==> config.mk <==
export PLATFORM = sky130hd
export DESIGN_NAME = conv3x3_ctrl
export DESIGN_NICKNAME = d
export VERILOG_FILES = /design/src/rtl/conv_pkg.sv /design/src/rtl/conv_raster_cnt.sv /design/src/rtl/conv3x3_ctrl.sv
export SDC_FILE = /design/constraint.sdc
export NUM_CORES = 1
export LEC_CHECK = 0
export CAP_MARGIN = 25
export CORE_MARGIN = 2
export CORE_UTILIZATION = 45
export DETAILED_ROUTE_END_ITERATION = 10
export PLACE_DENSITY = 0.76
export REMOVE_ABC_BUFFERS = 1
export SKIP_CTS_REPAIR_TIMING = 1
export SYNTH_ARGS = -nofsm -noshare
export SYNTH_HDL_FRONTEND = slang
export SYNTH_HIERARCHICAL = 1
export SYNTH_SLANG_ARGS = --single-unit
==> constraint.sdc <==
create_clock -name clk -period 1.5 [get_ports clk]
set_input_delay 0.225 -clock clk [delete_from_list [all_inputs] [get_ports clk]]
set_output_delay 0.225 -clock clk [all_outputs]
set_load 0.02 [all_outputs]
==> src/rtl/conv_pkg.sv <==
// conv_pkg: shared definitions for the 3x3 convolution sequencer.
//   state_t        FSM encoding
//   NUM_W          config words per weight load (9 taps + bias)
//   W00..W22,BIAS  slot index of each config word in the packed weight bus
//   clog2          width helper, never returns less than 1
package conv_pkg;

  typedef enum logic [2:0] {
    ST_IDLE   = 3'd0,
    ST_LOAD_W = 3'd1,
    ST_RUN    = 3'd2,
    ST_DRAIN  = 3'd3,
    ST_DONE   = 3'd4
  } state_t;

  localparam int NUM_W = 10;

  localparam int W00  = 0;
  localparam int W01  = 1;
  localparam int W02  = 2;
  localparam int W10  = 3;
  localparam int W11  = 4;
  localparam int W12  = 5;
  localparam int W20  = 6;
  localparam int W21  = 7;
  localparam int W22  = 8;
  localparam int BIAS = 9;

  function automatic int clog2(input int v);
    int r;
    r = 0;
    while ((1 << r) < v) r++;
    return (r < 1) ? 1 : r;
  endfunction

endpackage

==> src/rtl/conv_raster_cnt.sv <==
// conv_raster_cnt: raster-order row/column tracker for the pixel stream.
//   clk, rst_n  clock / async active-low reset
//   i_adv       advance one pixel (accepted pixel this cycle)
//   o_row/o_col position of the pixel currently offered
//   o_last      current position is the final pixel of the frame
//   o_win       current position completes a 3x3 window (row>=2, col>=2)
module conv_raster_cnt #(
  parameter int IMG_W = 8,
  parameter int IMG_H = 8,
  parameter int RW    = 3,
  parameter int CW    = 3
) (
  input  logic          clk,
  input  logic          rst_n,
  input  logic          i_adv,
  output logic [RW-1:0] o_row,
  output logic [CW-1:0] o_col,
  output logic          o_last,
  output logic          o_win
);

  logic [RW-1:0] r_row;
  logic [CW-1:0] r_col;
  logic          w_col_end;
  logic          w_row_end;

  assign w_col_end = (r_col == CW'(IMG_W - 1));
  assign w_row_end = (r_row == RW'(IMG_H - 1));

  always_ff @(posedge clk or negedge rst_n) begin
    if (!rst_n) begin
      r_row <= '0;
      r_col <= '0;
    end else if (i_adv) begin
      if (w_col_end) begin
        r_col <= '0;
        // last pixel wraps the whole frame back to (0,0)
        r_row <= w_row_end ? '0 : r_row + RW'(1);
      end else begin
        r_col <= r_col + CW'(1);
      end
    end
  end

  assign o_row  = r_row;
  assign o_col  = r_col;
  assign o_last = w_row_end && w_col_end;
  assign o_win  = (r_row >= RW'(2)) && (r_col >= CW'(2));

endmodule

==> src/rtl/conv3x3_ctrl.sv <==
// conv3x3_ctrl: sequencer for a 3x3 convolution core over one IMG_W x IMG_H map.
//   start/reload            begin a frame, optionally reloading weights first
//   cfg_valid/cfg_data/
//   cfg_ready               serial weight+bias load (w00..w22, bias)
//   pix_valid/pix_ready     raster pixel stream handshake
//   core_valid_in,
//   win_row/win_col         window-complete strobe + window top-left to core
//   weights                 resident weights, w00 at LSB, bias at MSB
//   core_valid_out          core result strobe, counted to detect frame end
//   w_loaded/busy/done/err  status
module conv3x3_ctrl #(
  parameter int DATA_WIDTH = 8,
  parameter int IMG_W      = 8,
  parameter int IMG_H      = 8,
  parameter int NUM_W      = conv_pkg::NUM_W
) (
  input  logic                             clk,
  input  logic                             rst_n,
  input  logic                             start,
  input  logic                             reload,
  input  logic                             cfg_valid,
  input  logic [DATA_WIDTH-1:0]            cfg_data,
  output logic                             cfg_ready,
  input  logic                             pix_valid,
  output logic                             pix_ready,
  output logic                             core_valid_in,
  output logic [conv_pkg::clog2(IMG_H)-1:0] win_row,
  output logic [conv_pkg::clog2(IMG_W)-1:0] win_col,
  output logic [NUM_W*DATA_WIDTH-1:0]      weights,
  input  logic                             core_valid_out,
  output logic                             w_loaded,
  output logic                             busy,
  output logic                             done,
  output logic                             err
);
  import conv_pkg::*;

  localparam int RW    = clog2(IMG_H);
  localparam int CW    = clog2(IMG_W);
  localparam int TOTAL = (IMG_W - 2) * (IMG_H - 2);
  localparam int OW    = clog2(TOTAL + 1);
  localparam int WCW   = clog2(NUM_W);

  state_t r_state, w_nxt;

  logic [NUM_W-1:0][DATA_WIDTH-1:0] r_weights;
  logic [WCW-1:0]                   r_wcnt;
  logic                             r_w_loaded;
  logic                             r_cvi;
  logic [RW-1:0]                    r_win_row;
  logic [CW-1:0]                    r_win_col;
  logic [OW-1:0]                    r_out_cnt;
  logic                             r_err;

  logic          w_cfg_acc, w_cfg_last, w_pix_acc;
  logic          w_last_pix, w_win;
  logic [RW-1:0] w_row;
  logic [CW-1:0] w_col;
  logic          w_counting, w_cnt_hit, w_load_entry;

  assign w_cfg_acc    = cfg_valid && (r_state == ST_LOAD_W);
  assign w_cfg_last   = (r_wcnt == WCW'(NUM_W - 1));
  assign w_pix_acc    = pix_valid && (r_state == ST_RUN);
  assign w_counting   = core_valid_out && ((r_state == ST_RUN) || (r_state == ST_DRAIN));
  // the final result may arrive in the same cycle the check is made
  assign w_cnt_hit    = (r_out_cnt == OW'(TOTAL)) ||
                        (core_valid_out && (r_out_cnt == OW'(TOTAL - 1)));
  assign w_load_entry = (r_state == ST_IDLE) && (w_nxt == ST_LOAD_W);

  conv_raster_cnt #(
    .IMG_W (IMG_W),
    .IMG_H (IMG_H),
    .RW    (RW),
    .CW    (CW)
  ) u_raster (
    .clk    (clk),
    .rst_n  (rst_n),
    .i_adv  (w_pix_acc),
    .o_row  (w_row),
    .o_col  (w_col),
    .o_last (w_last_pix),
    .o_win  (w_win)
  );

  always_ff @(posedge clk or negedge rst_n) begin
    if (!rst_n) r_state <= ST_IDLE;
    else        r_state <= w_nxt;
  end

  always_comb begin
    w_nxt = r_state;
    case (r_state)
      ST_IDLE:   if (start) w_nxt = (reload || !r_w_loaded) ? ST_LOAD_W : ST_RUN;
      ST_LOAD_W: if (w_cfg_acc && w_cfg_last) w_nxt = ST_RUN;
      ST_RUN:    if (w_pix_acc && w_last_pix) w_nxt = ST_DRAIN;
      ST_DRAIN:  if (w_cnt_hit) w_nxt = ST_DONE;
      ST_DONE:   w_nxt = ST_IDLE;
      default:   w_nxt = ST_IDLE;
    endcase
  end

  // weight load; the valid flag drops as soon as a reload begins
  always_ff @(posedge clk or negedge rst_n) begin
    if (!rst_n) begin
      r_weights  <= '0;
      r_wcnt     <= '0;
      r_w_loaded <= 1'b0;
    end else if (w_load_entry) begin
      r_wcnt     <= '0;
      r_w_loaded <= 1'b0;
    end else if (w_cfg_acc) begin
      r_weights[r_wcnt] <= cfg_data;
      if (w_cfg_last) begin
        r_wcnt     <= '0;
        r_w_loaded <= 1'b1;
      end else begin
        r_wcnt <= r_wcnt + WCW'(1);
      end
    end
  end

  // window strobe: fixed one-cycle latency from pixel acceptance
  always_ff @(posedge clk or negedge rst_n) begin
    if (!rst_n) begin
      r_cvi     <= 1'b0;
      r_win_row <= '0;
      r_win_col <= '0;
    end else begin
      r_cvi <= w_pix_acc && w_win;
      if (w_pix_acc && w_win) begin
        r_win_row <= w_row - RW'(2);
        r_win_col <= w_col - CW'(2);
      end
    end
  end

  always_ff @(posedge clk or negedge rst_n) begin
    if (!rst_n) begin
      r_out_cnt <= '0;
      r_err     <= 1'b0;
    end else begin
      if (r_state == ST_DONE)
        r_out_cnt <= '0;
      else if (w_counting && (r_out_cnt != OW'(TOTAL)))
        r_out_cnt <= r_out_cnt + OW'(1);
      if (core_valid_out && ((r_state == ST_IDLE) || (r_state == ST_LOAD_W)))
        r_err <= 1'b1;
    end
  end

  assign cfg_ready     = (r_state == ST_LOAD_W);
  assign pix_ready     = (r_state == ST_RUN);
  assign core_valid_in = r_cvi;
  assign win_row       = r_win_row;
  assign win_col       = r_win_col;
  assign weights       = r_weights;
  assign w_loaded      = r_w_loaded;
  assign busy          = (r_state != ST_IDLE);
  assign done          = (r_state == ST_DONE);
  assign err           = r_err;

endmodule

; Word level (Yosys, flattened, before mapping)
; Index checks and enable logic that the tools add are counted.
[word_totals]
reg_bits = 108
input_bits = 15
[classes]
addsub = 6
n_lt_le_gt_ge = 4
n_eq_ne = 11
n_mux = 19
bitwise_logic = 1
reduce_logical = 26
[op_table]
columns = op, count
row1 = 80-bit bitwise mux, 1
row2 = 8-bit demux with 4-bit select, 1
row3 = 3-bit 2-to-1 mux, 6
row4 = 1-bit logical AND, 13
row5 = "6-bit == test, second input constant", 2
row6 = 4-bit 2-to-1 mux, 3
row7 = 6-bit 2-to-1 mux, 2
row8 = 3-bit case mux with 4 select lines, 1
row9 = "3-bit == test, second input constant", 3
row10 = 8-bit 2-to-1 mux, 1
row11 = "3-bit by 1-bit adder with 3-bit output, second input constant", 2
row12 = "6-bit by 1-bit adder with 6-bit output, second input constant", 1
row13 = "3-bit by 1-bit == test with 1-bit output, second input constant", 2
row14 = "3-bit by 2-bit == test with 1-bit output, second input constant", 2
row15 = "3-bit by 2-bit greater-or-equal comparator with 1-bit output, second input constant", 2
row16 = "6-bit != test, second input constant", 1
row17 = 2-bit AND reduction, 3
row18 = 2-bit nonzero test, 3
row19 = "3-bit by 2-bit subtractor with 3-bit output, second input constant", 2
row20 = "4-bit by 5-bit less-than comparator with 1-bit output, second input constant", 1
row21 = "4-bit by 1-bit adder with 4-bit output, second input constant", 1
row22 = "4-bit == test, second input constant", 1
row23 = "4-bit by 1-bit greater-or-equal comparator with 1-bit output, second input constant", 1
row24 = 1-bit logical OR, 4
row25 = other kinds (6), 8

; Depth between registers and ports, before layout
[depth]
depth_word = 9
depth_mapped = 5
mapped_depth_nobuf = 5

; By module
; Netlist, hierarchy kept.
[modules_own_cells]
columns = mod, n_inst, cells_per_inst, area_per_inst_um2
row1 = conv3x3_ctrl, 1, 295, 4266.6
row2 = conv_raster_cnt, 1, 25, 321.6

; Worst setup path before layout
; Ideal clock, no wire load.
[synth_timing]
path_kind = register to register
start = register r_state[1]
end = register r_out_cnt[1]
t_arrival_ns = 1.504
path_slack_ns = -0.129
stages_incl_launch_ff = 6
path_buffers = 1
period_less_slack_ns = 1.629
cell_sequence = dfrtp_1 buf_2 or3b_2 inv_1 nor2_1 mux2_2
[synth_lines]
columns = item, line
row1 = "start, declared", conv3x3_ctrl.sv:44  ; state_t r_state, w_nxt;
row2 = "start signal, assigned", conv3x3_ctrl.sv:87  ; else r_state <= w_nxt;
row3 = 3-bit == test *, -
row4 = named net done, conv3x3_ctrl.sv:33  ; output logic done,
row5 = 6-bit 2-to-1 mux or 2-bit nonzero test (tied branches), -
row6 = "end signal, assigned", conv3x3_ctrl.sv:145  ; r_out_cnt <= r_out_cnt + OW'(1);
row7 = "end, declared", conv3x3_ctrl.sv:52  ; logic [OW-1:0] r_out_cnt;
; Mark *: on every way through the listed nets, which the timed path passes. The rest lies on a longest branch.
; A chain may end at the register's enable or synchronous reset.

; Worst setup path after layout
[layout_timing]
start = register r_state[1]
end = register r_weights (netlist bit weights[27])
[layout_between]
elab_chain_cells = 9
[layout_lines]
columns = item, line
row1 = 3-bit by 2-bit == test with 1-bit output or 3-bit by 1-bit == test with 1-bit output (tied branches), "conv3x3_ctrl.sv:63, conv3x3_ctrl.sv:92, conv3x3_ctrl.sv:61"
row2 = "1-bit logical AND, on equally long branches", "conv3x3_ctrl.sv:63, conv3x3_ctrl.sv:61"
row3 = "1-bit logical AND, on equally long branches", "conv3x3_ctrl.sv:95, conv3x3_ctrl.sv:94"
row4 = "3-bit 2-to-1 mux, on equally long branches", "conv3x3_ctrl.sv:95, conv3x3_ctrl.sv:94"
row5 = 3-bit case mux with 4 select lines, conv3x3_ctrl.sv:92  ; case (r_state)
row6 = 3-bit by 1-bit == test with 1-bit output, conv3x3_ctrl.sv:68  ; assign w_load_entry = (r_state == ST_IDLE) && (w_nxt == ST_LOAD_W);
row7 = 1-bit logical AND, conv3x3_ctrl.sv:68
row8 = 1-bit inverter (no source line), -
row9 = 2-bit AND reduction (no source line) *, -
row10 = "end signal, assigned by index", conv3x3_ctrl.sv:112  ; r_weights[r_wcnt] <= cfg_data;
row11 = "end, declared", conv3x3_ctrl.sv:46  ; logic [NUM_W-1:0][DATA_WIDTH-1:0] r_weights;
; Mark *: on every way between the ends. The rest lies on a longest branch, timed or not.

==> flow_metrics.py <==
metrics = {
    "place": {
        "placed_area_um2": 6040,
        "place_hpwl_mm": 7.221,
        "io_buffers": 107,
        "place_ws_ns": -0.4015,
        "dp.cells": 579,
        "routabilityCongestion": 0.8211,
    },
    "setup_path": {
        "cp_max_fo": 8,
        "critPathLaunch": "r_state[1]",
        "crit_type": "reg -> reg",
        "cp.required_ns": 1.75,
        "crit_path_end_kind": "flop",
        "r2r-start": "r_state[1]",
        "slowest_delay_ns": 0.45,
        "cp_num_buf_inv": 2,
        "r2r_cells": 5,
        "path_cells": "buf_6, and4bb_2, buf_12, nand4_4, mux2_4",
        "crit_cells": 5,
        "r2r_slack_ns": -0.20,
        "cp.arrival_ns": 1.96,
        "critPathLaunchType": "flop",
        "crit_path_top_delay_cell": "dfrtp_2",
        "crit_family": "simple AND/OR/NAND/NOR gates",
    },
    "routing": {
        "drt_wl_total_mm": 10.67,
        "drt_pass1_iterations": 4,
        "drt-vias-per-instance": 5.125,
        "post_drt_wl_per_cell_um": 17.82,
        "ant_nets": 0,
        "vias": 3070,
        "dr.first_iter.drc_count": 89,
        "drcViolationCount": 0,
    },
    "synthesis": {
        "synth_async_sr_flop_share": 1.000,
        "synth_cells": 320,
        "yosysMostFrequentCell": "dfrtp_1",
        "synth_top_area_frac": 0.5890,
        "synth_common_cells": "dfrtp_1 (108), mux2_2 (86), inv_1 (10), nand2_1 (10), buf_1 (8)",
        "ys_seq_elements": 108,
        "synth_edf_count": 0,
        "ys_seq_area_frac": 0.5890,
        "yosys.area.top_type": "dfrtp_1",
        "synth_cell_types": 46,
        "avgSynthCellArea_um2": 14.34,
        "ys_warn_count": 6,
        "netlist_area_um2": 4588,
        "synth_top_flop_cell": "dfrtp_1",
        "yosys-top-cells-area": "dfrtp_1 (59%), mux2_2 (21%), ha_1 (1.9%)",
    },
    "clocking": {
        "cts-htree-levels": 3,
        "cts.sinks": 108,
        "clk_latency_ns": 0.37,
        "cts_tree": "done",
        "root_buffer": "clkbuf_8",
        "cts_buffers": 9,
        "clk_pin_slew_ns": 0.10,
        "clock_path_buffers": 2,
    },
    "min_path": {
        "min_path_type": "in -> async",
    },
    "floorplan": {
        "initial_core_util": 0.4673,
        "io_pins": 108,
        "die_w_um": 105.0,
        "die_h_um": 105.0,
        "coreArea_um2": 9819,
        "fp-row-count": 36,
        "die-area_um2": 11020,
    },
    "cells_and_area": {
        "fin_area_um2": 6653,
        "fin_util": 0.6775,
        "area.growth.synth_to_final_pct": 45.00,
        "instances_no_fill": 599,
        "num_antenna_cells": 0,
        "final_nets": 483,
        "layout-drive-gt1-share": 0.3777,
        "n_fill_cell": 725,
    },
    "timing": {
        "finalHoldViolCount": 0,
        "min_period_over_period": 1.136,
        "setup_ws_ns": -0.2043,
        "worst_slew_pin_slew_ns": 0.5619,
        "drv_slew": 0,
        "rsz0062_at_grt": "yes",
        "finClkSkew_ns": 0.01586,
        "setup_viol": 91,
        "slew_headroom": 0.6240,
        "fmax_ghz": 0.5868,
        "period_needed_ns": 1.704,
    },
    "global_route": {
        "grt_pass1_vias": 3171,
        "grtUsageTotal": 0.1892,
        "grt_pass1_wl_mm": 16.48,
        "antenna_found_initial": 0,
        "grt_overflow": 0,
        "grt_max_degree": 65,
    },
    "power_and_ir_drop": {
        "powerDensity_nw_per_um2": 1782,
        "leakagePower_nw": 4.326,
        "finalPower_mw": 11.86,
        "irDropWorstVdd_mv": 0.9385,
    },
    "job": {
        "drv_cap": 0,
    },
    "outcome": {
        "violations": "setup timing",
        "outcome": "finished, violations left",
    },
}
[layout make-up]
class	instances	area (um2)	share of cell area
clock inverter	6	62.56	0.009404
inverter	10	37.54	0.005642
clock buffer	10	137.6	0.02069
timing repair buffer	143	1632	0.2453
multi-input combinational	189	1913	0.2876
tap	133	166.4	0.02501
sequential	108	2704	0.4064
[per-layer routing]
layer	part of all wire	track usage	vias up
met5	0	0	-
met4	0.022	0.05524	0
met3	0.036	0.03743	17
met2	0.52	0.3316	71
met1	0.42	0.2368	1566
li1	-	-	1416
[layout by cell type (no fill, tap or decap), types with 2 or more instances in the layout]
master           netlist  final
a21oi_1                4      3
and2_1                 3      3
and2b_1                2      2
and3_1                 2      2
buf_12                 0      4
buf_4                  0     29
buf_6                  3      4
clkbuf_8               0     10
clkdlybuf4s50_1        0     13
clkinv_4               0      2
dfrtp_1              108    107
dlymetal6s2s_1         0     89
ha_1                   7      7
inv_1                 10      9
inv_6                  0      2
mux2_1                 3      3
mux2_2                86     85
mux2i_1                6      5
nand2_1               10      9
nand2b_1               3      3
nand3_1                3      3
nand3_4                1      8
nand3b_1               3      3
nor2_1                 6      5
nor2b_1                4      4
nor3_4                 0      2
nor3b_1                2      2
o211ai_1               2      2
o21ai_0                7      7
o31a_2                 2      2
or3b_4                 0      2
xnor2_1                2      2
[cells by family (layout without fill, tap and decap cells)]
kind of cell	Yosys count	count (layout)	synth area share
AO/OA/AOI/OAI	20	20	0.02863
XOR/XNOR	2	2	0.003819
adder cells (fa/ha/maj)	7	7	0.01909
buffers and inverters	23	169	0.02427
flip-flops	108	108	0.5890
multiplexers	95	95	0.2315
AND/OR/NAND/NOR	65	65	0.1036
[report_power, final]
group	internal [mW]	leakage (nW)	switching (mW)	total [mW]
Sequential	3.94	1.40	0.614	4.56
Combinational	2.80	2.83	2.77	5.57
Clock	0.694	0.102	1.04	1.73
Total	7.43	4.33	4.42	11.9
[worst min-delay path: cells and delay by family]
kind     cells  cell delay, ns
buf+inv      3            0.91
[sequential cells by signal, indices dropped and copies added, names as in the netlist, 3 cells and up]
register        flops
r_out_cnt           6
r_state             3
win_row             3
r_wcnt              4
u_raster/o_col      3
u_raster/o_row      3
weights            80
win_col             3
[metrics by stage]
stage          hold slack (ns)  TNS (ns)
6_report                0.3943    -13.99
2_1_floorplan         -0.07059    -9.393
3_5_place_dp            0.2308    -29.01
4_1_cts                -0.1746    -27.42
5_1_grt                 0.4154    -19.21
3_3_place_gp            0.2276    -27.40
[final timing paths]
kind | endpoint
setup / recovery | weights[27]
hold / removal | win_row[0]
setup reg to reg | weights[27]
hold reg to reg | err
max in group asynchronous | weights[48]
min in group clk | err
Note: power is estimated with default switching activity, not from simulation.
